**src/rtl/fetch_queue_if.sv**
```systemverilog
// Bundle of the fetch unit's handshakes: decode redirect, I-cache request/response, decode queue head.
// master = the fetch unit itself, slave = its environment (I-cache, decode).
interface fetch_queue_if #(
  parameter int PC_W    = 32,
  parameter int INSTR_W = 32,
  parameter int DEPTH   = 4
);
  localparam int OCC_W = $clog2(DEPTH) + 1;

  logic               redirect_valid;
  logic [PC_W-1:0]    redirect_pc;
  logic               ic_req;
  logic [PC_W-1:0]    ic_addr;
  logic               ic_gnt;
  logic               ic_rvalid;
  logic [INSTR_W-1:0] ic_rdata;
  logic               dec_valid;
  logic [INSTR_W-1:0] dec_instr;
  logic [PC_W-1:0]    dec_pc;
  logic               dec_ready;
  logic [OCC_W-1:0]   occupancy;

  modport master (
    input  redirect_valid, redirect_pc, ic_gnt, ic_rvalid, ic_rdata, dec_ready,
    output ic_req, ic_addr, dec_valid, dec_instr, dec_pc, occupancy
  );

  modport slave (
    output redirect_valid, redirect_pc, ic_gnt, ic_rvalid, ic_rdata, dec_ready,
    input  ic_req, ic_addr, dec_valid, dec_instr, dec_pc, occupancy
  );
endinterface

```
**src/rtl/fetch_queue_unit.sv**
```systemverilog
// Instruction fetch unit: issues one I-cache request at a time and buffers returned
// instructions with their PCs in a small FIFO feeding decode; redirects flush everything.
module fetch_queue_unit #(
  parameter int              PC_W     = 32,
  parameter int              INSTR_W  = 32,
  parameter int              DEPTH    = 4,
  parameter logic [PC_W-1:0] RESET_PC = '0
) (
  input  logic clk,
  input  logic nrst,
  fetch_queue_if.master fq
);
  localparam int AW = $clog2(DEPTH);
  localparam logic [AW:0] FULL = (AW+1)'(DEPTH);

  typedef enum logic [1:0] {IDLE, WAIT, DROP} state_t;

  state_t             state_reg;
  logic [PC_W-1:0]    fetch_pc_reg;
  logic [AW-1:0]      rd_ptr_reg;
  logic [AW-1:0]      wr_ptr_reg;
  logic [AW:0]        occ_reg;
  logic               started_reg;

  logic [PC_W-1:0]    pc_mem    [DEPTH];
  logic [INSTR_W-1:0] instr_mem [DEPTH];

  logic issue;
  logic push;
  logic pop;
  logic head_valid;

  // Issue only with guaranteed space, so a returning response can always be pushed.
  assign issue = nrst && started_reg && (state_reg == IDLE) && (occ_reg < FULL)
                 && !fq.redirect_valid;
  assign head_valid = nrst && (occ_reg != '0);
  assign push  = (state_reg == WAIT) && fq.ic_rvalid && !fq.redirect_valid;
  assign pop   = head_valid && fq.dec_ready && !fq.redirect_valid;

  assign fq.ic_req    = issue;
  assign fq.ic_addr   = fetch_pc_reg;
  assign fq.dec_valid = head_valid;
  assign fq.dec_pc    = pc_mem[rd_ptr_reg];
  assign fq.dec_instr = instr_mem[rd_ptr_reg];
  assign fq.occupancy = occ_reg;

  always_ff @(posedge clk) begin
    if (push) begin
      pc_mem[wr_ptr_reg]    <= fetch_pc_reg;
      instr_mem[wr_ptr_reg] <= fq.ic_rdata;
    end
  end

  always_ff @(posedge clk) begin
    if (!nrst) begin
      state_reg    <= IDLE;
      fetch_pc_reg <= RESET_PC;
      rd_ptr_reg   <= '0;
      wr_ptr_reg   <= '0;
      occ_reg      <= '0;
      started_reg  <= 1'b0;
    end else begin
      started_reg <= 1'b1;
      if (fq.redirect_valid) begin
        fetch_pc_reg <= fq.redirect_pc & ~PC_W'(3);
        rd_ptr_reg   <= '0;
        wr_ptr_reg   <= '0;
        occ_reg      <= '0;
        // A live request becomes stale; a response arriving now is simply dropped.
        case (state_reg)
          WAIT:    state_reg <= fq.ic_rvalid ? IDLE : DROP;
          DROP:    if (fq.ic_rvalid) state_reg <= IDLE;
          default: state_reg <= state_reg;
        endcase
      end else begin
        case (state_reg)
          IDLE: if (issue && fq.ic_gnt) state_reg <= WAIT;
          WAIT: if (fq.ic_rvalid) begin
            state_reg    <= IDLE;
            fetch_pc_reg <= fetch_pc_reg + PC_W'(4);
          end
          DROP: if (fq.ic_rvalid) state_reg <= IDLE;
          default: state_reg <= IDLE;
        endcase
        if (push) wr_ptr_reg <= wr_ptr_reg + AW'(1);
        if (pop)  rd_ptr_reg <= rd_ptr_reg + AW'(1);
        if (push && !pop)      occ_reg <= occ_reg + (AW+1)'(1);
        else if (pop && !push) occ_reg <= occ_reg - (AW+1)'(1);
      end
    end
  end
endmodule

```
**src/flat_wrapper.sv**
```systemverilog
// flat-port wrapper written by rule: the top's interface ports become plain ports
module fetch_queue_unit_flat 
#(
  parameter int              PC_W     = 32,
  parameter int              INSTR_W  = 32,
  parameter int              DEPTH    = 4,
  parameter logic [PC_W-1:0] RESET_PC = '0
)
  (clk, nrst, fq_redirect_valid, fq_redirect_pc, fq_ic_gnt, fq_ic_rvalid, fq_ic_rdata, fq_dec_ready, fq_ic_req, fq_ic_addr, fq_dec_valid, fq_dec_instr, fq_dec_pc, fq_occupancy);
  fetch_queue_if #(.PC_W(PC_W), .INSTR_W(INSTR_W), .DEPTH(DEPTH)) fq_i ();
  input  logic clk;
  input  logic nrst;
  input wire logic [$bits(fq_i.redirect_valid)-1:0] fq_redirect_valid;
  input wire logic [$bits(fq_i.redirect_pc)-1:0] fq_redirect_pc;
  input wire logic [$bits(fq_i.ic_gnt)-1:0] fq_ic_gnt;
  input wire logic [$bits(fq_i.ic_rvalid)-1:0] fq_ic_rvalid;
  input wire logic [$bits(fq_i.ic_rdata)-1:0] fq_ic_rdata;
  input wire logic [$bits(fq_i.dec_ready)-1:0] fq_dec_ready;
  output wire logic [$bits(fq_i.ic_req)-1:0] fq_ic_req;
  output wire logic [$bits(fq_i.ic_addr)-1:0] fq_ic_addr;
  output wire logic [$bits(fq_i.dec_valid)-1:0] fq_dec_valid;
  output wire logic [$bits(fq_i.dec_instr)-1:0] fq_dec_instr;
  output wire logic [$bits(fq_i.dec_pc)-1:0] fq_dec_pc;
  output wire logic [$bits(fq_i.occupancy)-1:0] fq_occupancy;
  assign fq_i.redirect_valid = fq_redirect_valid;
  assign fq_i.redirect_pc = fq_redirect_pc;
  assign fq_i.ic_gnt = fq_ic_gnt;
  assign fq_i.ic_rvalid = fq_ic_rvalid;
  assign fq_i.ic_rdata = fq_ic_rdata;
  assign fq_i.dec_ready = fq_dec_ready;
  assign fq_ic_req = fq_i.ic_req;
  assign fq_ic_addr = fq_i.ic_addr;
  assign fq_dec_valid = fq_i.dec_valid;
  assign fq_dec_instr = fq_i.dec_instr;
  assign fq_dec_pc = fq_i.dec_pc;
  assign fq_occupancy = fq_i.occupancy;
  fetch_queue_unit #(.PC_W(PC_W), .INSTR_W(INSTR_W), .DEPTH(DEPTH), .RESET_PC(RESET_PC)) u_core (.clk(clk), .nrst(nrst), .fq(fq_i));
endmodule
```
**config.mk**
```make
export PLATFORM = sky130hd
export DESIGN_NAME = fetch_queue_unit_flat
export DESIGN_NICKNAME = d
export VERILOG_FILES = /design/src/rtl/fetch_queue_if.sv /design/src/rtl/fetch_queue_unit.sv /design/src/flat_wrapper.sv
export SDC_FILE = /design/constraint.sdc
export NUM_CORES = 1
export LEC_CHECK = 0
export CAP_MARGIN = 20
export CORE_MARGIN = 3
export CORE_UTILIZATION = 32
export DETAILED_ROUTE_END_ITERATION = 10
export HOLD_SLACK_MARGIN = 0.12
export PLACE_DENSITY = 0.58
export SLEW_MARGIN = 10
export SYNTH_ARGS = -nofsm -noshare
export SYNTH_HDL_FRONTEND = slang
export SYNTH_SLANG_ARGS = --single-unit
```
**constraint.sdc**
```tcl
create_clock -name clk -period 4.05 [get_ports clk]
set_input_delay 0.81 -clock clk [delete_from_list [all_inputs] [get_ports clk]]
set_output_delay 0.81 -clock clk [all_outputs]
set_load 0.05 [all_outputs]
```
==> impl_metrics.yaml, run 1 <==
status:
  status: "finished clean"
synth:
  avgSynthCellArea_sq_um: 17.90
  synth_area_sq_um: 11460
  synth_cell_types: 47
  synth-adder-area-share_pct: 1.267
  synth_top_area_share_pct: 65.00
  synth-async-reset-ratio_pct: 0
  synth_area_leader_cell: "edfxtp_1"
  synth_compound_gate_area_share_pct: 4.106
  synth_cells: 640
  synthMuxAreaShare_pct: 12.45
  ys_seq_elements: 290
  synthSimpleGateAreaFrac_pct: 6.640
  netlist_top_cells_area: "edfxtp_1 65%, mux4_2 12%, dfxtp_1 7.3%, o21ai_0 1.3%, ha_1 1.1%"
  synth-edff-count: 248
  synthXorXnorAreaFrac_pct: 1.147
  ys.flop_type: "edfxtp_1"
  yosysSeqAreaShare_pct: 72.34
  synth_warnings: 0
  synth_top_family_by_area: "multiplexers"
global_routing:
  grt_pass1_wl_um: 42230
  first_global_vias: 6724
  groute.usage.overall_pct: 14.36
  grt-ovfl-total: 0
  grt_max_degree: 46
  antenna_found_initial: 2
timing:
  hold_ws_ns: 0.5050
  layout_min_cycle_time_ns: 3.514
  fmax_ghz: 0.2846
  final_max_slew_viol_count: 0
  setup_viol: 0
  rsz0062_at_grt: "no"
  min_period_over_period_pct: 86.77
  fin_worst_skew_ns: 0.01847
  slew-limit-headroom_pct: 30.24
  fin_tns_setup_ns: 0
  timing.final.hold_violations: 0
  tightest_slew_ns: 1.037
clock_tree:
  post_cts_buffers: 0
  clockRootBuffer: "clkbuf_16"
  cts_buffer_depth: 3
  hold_buffers: 0
  numClockSinks: 290
  clk_latency_ns: 0.51
  cts_tree: "done"
  path_clk_slew_ns: 0.06
  htree_levels: 2
  cts_resized: 0
  cts-buffers-inserted: 35
floorplan:
  ios: 171
  num_rows: 68
  start_util_pct: 32.84
  core_sq_um: 34880
  die_x_um: 195.2
  die-area_sq_um: 38110
  die_h_um: 195.2
finish:
  fillerInstances: 3102
  layout-drive-gt1-share_pct: 16.71
  syn_to_final_growth_pct: 30.54
  ff_latch_area_sq_um: 8295
  nNetsFinal: 904
  multiInputGateArea_sq_um: 2959
  regMostFlops: "u_core.instr_mem"
  instances_no_fill: 1305
  n_antenna_cell: 0
  largest_register_ffs: 128
drt:
  wl_per_cell_um: 21.07
  vias_per_cell: 4.981
  drc_errors: 0
  drt_iter0_drc: 468
  wirelength_um: 27500
  ant_nets: 0
  first_pass_iters: 5
  vias: 6500
placement:
  dp.cells: 1241
  port_buffers: 164
  dp_hpwl_um: 17680
  routabilityCongestion: 0.7844
critical_path:
  slowest_delay_ns: 0.72
  crit_chain: "buf_4, mux4_2, clkdlybuf4s50_1"
  arrival_ns: 2.70
  cp.depth: 3
  required_ns: 3.24
  crit_fanout: 17
  end_kind: "output pin"
  cp-start-kind: "flip-flop"
  crit_family: "buffers and inverters"
  worstRegToRegCells: 10
  path_class: "flip-flop to output pin"
  ff2ff_setup_slack_ns: 1.34
  critPathBufInv: 2
  critPathSlowestCell: "clkdlybuf4s50_1"
power:
  seqPwrFrac_pct: 48.3
  swShare_pct: 21.19
  p_leak_nw: 4.781
  power.density_nw_per_um2: 460.1
  p_int_mw: 5.423
  pwr-share-comb_pct: 4.8
  vdd_drop_max_uv: 288.1
  power_switching_mw: 1.458
  pwr-share-clk_pct: 46.9
run:
  maxCapViolCount: 0
hold_path:
  min_path_cells: 2
  hold_class: "flip-flop to flip-flop"
==> synthesized netlist by cell type, types with 5 or more instances <==
cell        n
nor4_1      7
buf_2       8
ha_1       10
and4_1      7
nand3_1    22
o211a_1     5
buf_4       8
or4_1      10
nor2_1     15
and2_1      9
inv_1       9
xor2_1      8
xnor2_1     7
mux4_2     62
o31ai_1     8
a211oi_1    5
o21ai_0    29
a31oi_1     9
or3_1       5
edfxtp_1  248
dfxtp_1    42
a21oi_1     9
clkbuf_1   21
nand2_1    25
and3_1      6
nand4_1     9
==> area by class of cell <==
| cell class | instances | share of cell area (%) |
|---|---|---|
| clock inverters | 22 | 1.815 |
| flip-flops and latches | 290 | 55.46 |
| well taps | 455 | 3.806 |
| repair buffers | 183 | 12.73 |
| clock buffers | 42 | 6.174 |
| inverters | 9 | 0.2259 |
| multi-input cells | 304 | 19.78 |
==> worst paths after layout <==
check                            to                  from
max reg2reg  u_core.fq.occupancy[2]   u_core.state_reg[1]
min reg2reg    u_core.wr_ptr_reg[1]  u_core.wr_ptr_reg[1]
max                fq_dec_instr[27]             flip-flop
min            u_core.wr_ptr_reg[1]  u_core.wr_ptr_reg[1]
==> metrics by stage <==
| step | util, % | area, sq um | power [mW] | setup slack [ns] |
|---|---|---|---|---|
| 5_1_grt | 42.88 | 14960 | 7.125 | 0.4063 |
| 3_5_place_dp | 39.45 | 13760 | 3.722 | 0.5999 |
| 4_1_cts | 42.88 | 14960 | 6.975 | 0.4613 |
| 6_report | 42.88 | 14960 | 6.881 | 0.5359 |
| 3_3_place_gp | 39.45 | 13760 | 3.718 | 0.6158 |
| 2_1_floorplan | - | 11470 | 3.543 | 0.5869 |
==> cell usage in the layout (no fill, tap or decap), types with 5 or more instances in the layout <==
cell,count
a211oi_1,5
a21oi_1,9
a31oi_1,9
and2_1,5
and3_1,6
and4_1,7
buf_12,10
buf_4,11
bufinv_16,6
clkbuf_1,6
clkbuf_16,36
clkdlybuf4s50_1,162
clkinv_1,7
clkinv_2,5
dfxtp_1,40
edfxtp_1,248
ha_1,10
inv_1,9
mux4_2,62
nand2_1,25
nand3_1,22
nand4_1,9
nor2_1,15
nor4_1,7
o211a_1,5
o21ai_0,29
o31ai_1,8
or3_1,5
or4_1,10
xnor2_1,7
xor2_1,8
==> power groups by stage <==
stage	Clock, mW	Combinational [mW]	Sequential [mW]
finish	3.23	0.332	3.32
global placement	0	0.332	3.39
floorplan	0	0.0992	3.44
global route	3.44	0.355	3.33
CTS	3.31	0.336	3.32
detailed placement	0	0.334	3.39
==> tightest hold or removal path, stage by stage (launching register included) <==
cell,delay (ns)
dfxtp_1,0.34
nand2_1,0.06
a21oi_1,0.05
==> cells by family (layout without fill, tap and decap cells) <==
logic type | after synthesis | count (layout)
multiplexers | 65 | 65
buffers and inverters | 49 | 256
AND/OR/NAND/NOR | 135 | 135
adder cells (fa/ha/maj) | 11 | 11
flip-flops | 290 | 290
other | 1 | 4
AO/OA/AOI/OAI | 74 | 74
XOR/XNOR | 15 | 15
==> layer usage <==
| layer | routed length, um | up-vias | share of wire, % | global-route usage [%] |
|---|---|---|---|---|
| met3 | 1908 | 41 | 6.9 | 4.072 |
| met4 | 431 | 4 | 1.6 | 3.010 |
| met5 | 31 | - | 0.11 | 0 |
| li1 | - | 2964 | - | - |
| met1 | 12360 | 3286 | 45 | 20.32 |
| met2 | 12770 | 205 | 46 | 22.32 |
Power figures use the tool's default switching activity.
==> run 2: changes to the inputs <==
--- a/config.mk
+++ b/config.mk
@@ -8,7 +8,9 @@
 export CAP_MARGIN = 20
 export CORE_MARGIN = 3
 export CORE_UTILIZATION = 32
+export CTS_CLUSTER_SIZE = 20
 export DETAILED_ROUTE_END_ITERATION = 10
+export GPL_ROUTABILITY_DRIVEN = 0
 export HOLD_SLACK_MARGIN = 0.12
 export PLACE_DENSITY = 0.58
 export SLEW_MARGIN = 10
==> run 2 against run 1 <==
Combinational power barely moved. Sequential share of layout area did not move. Routed wire length barely moved. Register-to-register slack got worse by 0.02 ns. Cell count did not move. Highest routed layer unchanged. Clock-buffer cell count did not move. Global-route usage did not move. Setup slack improved by 0.0053 ns. Flip-flop and latch count did not move. Die area did not move.
==> impl_metrics.yaml, run 2 (synthesis gave the netlist of run 1 again) <==
status:
  status: "finished clean"
clock_tree:
  clockRootBuffer: "clkbuf_16"
  cts_resized: 0
  cts_buffer_depth: 3
  post_cts_buffers: 0
  path_clk_slew_ns: 0.06
  htree_levels: 2
  cts-buffers-inserted: 35
  numClockSinks: 290
  hold_buffers: 0
  cts_tree: "done"
  clk_latency_ns: 0.51
timing:
  fin_worst_skew_ns: 0.01689
  fmax_ghz: 0.2850
  layout_setup_ws_ns: 0.5412
  rsz0062_at_grt: "no"
  slew-limit-headroom_pct: 31.70
  layout_min_cycle_time_ns: 3.509
  min_period_over_period_pct: 86.64
  setup_viol: 0
  fin_tns_setup_ns: 0
  hold_ws_ns: 0.5051
  final_max_slew_viol_count: 0
  timing.final.hold_violations: 0
  tightest_slew_ns: 1.015
drt:
  wl_per_cell_um: 21.08
  drt_iter0_drc: 425
  vias: 6463
  drc_errors: 0
  ant_nets: 0
  first_pass_iters: 5
  wirelength_um: 27500
  vias_per_cell: 4.952
power:
  p_int_mw: 5.423
  vdd_drop_max_uv: 287.7
  pwr-share-clk_pct: 46.8
  power.density_nw_per_um2: 459.7
  power_switching_mw: 1.452
  p_leak_nw: 4.781
  seqPwrFrac_pct: 48.3
  pwr-share-comb_pct: 4.8
  swShare_pct: 21.12
floorplan:
  die_x_um: 195.2
  num_rows: 68
  die-area_sq_um: 38110
  start_util_pct: 32.84
  ios: 171
  core_sq_um: 34880
  die_h_um: 195.2
finish:
  syn_to_final_growth_pct: 30.54
  final_common_cell: "edfxtp_1"
  n_antenna_cell: 0
  layout-drive-gt1-share_pct: 16.71
  nNetsFinal: 904
  most-common-layout-cells: "248 x edfxtp_1, 162 x clkdlybuf4s50_1, 62 x mux4_2, 40 x dfxtp_1, 36 x clkbuf_16"
  largest_register_ffs: 128
  regMostFlops: "u_core.instr_mem"
global_routing:
  antenna_found_initial: 2
  grt-ovfl-total: 0
  first_global_vias: 6727
  grt_pass1_wl_um: 42230
  grt_max_degree: 46
  groute.usage.overall_pct: 14.36
critical_path:
  crit_fanout: 17
  cp-start-kind: "flip-flop"
  end_kind: "output pin"
  required_ns: 3.24
  arrival_ns: 2.70
  path_class: "flip-flop to output pin"
placement:
  dp_hpwl_um: 17680
  pre_cts_ws_ns: 0.5999
  port_buffers: 164
hold_path:
  hold_class: "flip-flop to flip-flop"
run:
  maxCapViolCount: 0
-- run 2: path summary, 6_finish.rpt --
check / start / to / slack [ns] / cells after the start
max: flip-flop / fq_dec_instr[27] / 0.54 / 3
min: u_core.wr_ptr_reg[1] / u_core.wr_ptr_reg[1] / 0.51 / 2
max reg2reg: u_core.state_reg[1] / u_core.fq.occupancy[2] / 1.32 / 10
min reg2reg: u_core.wr_ptr_reg[1] / u_core.wr_ptr_reg[1] / 0.51 / 2
-- run 2: area by class of cell --
class,instances,area (sq um)
fill,3102,19930
timing repair buffer,183,1904
tap,455,569.3
clock inverter,22,271.5
clock buffer,42,923.4
multi-input combinational,304,2959
inverter,9,33.78
sequential,290,8295
-- run 2: worst max-delay path, cell delays in order, from the launching register on --
cell and delay [ns]:
dfxtp_4 0.60, buf_4 0.32, mux4_2 0.54, clkdlybuf4s50_1 0.72
-- run 2: layer usage --
metal  up-vias  routed length (um)  global-route usage [%]
met5         -                  31                       0
li1       2963                   -                       -
met4         4                 463                   3.010
met3        44                1877                   4.072
met1      3252               12420                   20.32
met2       200               12720                   22.32
-- run 2: power by group through the flow --
stage | Combinational, mW | Clock, mW | Sequential (mW)
after floorplan | 0.0992 | 0 | 3.44
after global placement | 0.332 | 0 | 3.39
after detailed placement | 0.334 | 0 | 3.39
after CTS | 0.336 | 3.31 | 3.32
after global routing | 0.355 | 3.44 | 3.33
final | 0.333 | 3.22 | 3.32
-- run 2: metrics by stage --
stage,total power [mW],cells,cell area [sq um],utilization (%)
6_report,6.875,1305,14960,42.88
5_1_grt,7.125,1305,14960,42.88
4_1_cts,6.975,1305,14960,42.88
3_5_place_dp,3.722,1241,13760,39.45
3_3_place_gp,3.718,1241,13760,39.45
2_1_floorplan,3.543,643,11470,-
==> run 3: changes to the inputs <==
--- a/config.mk
+++ b/config.mk
@@ -13,6 +13,7 @@
 export GPL_ROUTABILITY_DRIVEN = 0
 export HOLD_SLACK_MARGIN = 0.12
 export PLACE_DENSITY = 0.58
+export SKIP_CTS_REPAIR_TIMING = 1
 export SLEW_MARGIN = 10
 export SYNTH_ARGS = -nofsm -noshare
 export SYNTH_HDL_FRONTEND = slang
==> results of run 3 <==
Same layout as run 2: the final DEF is identical, and so are final timing and power.
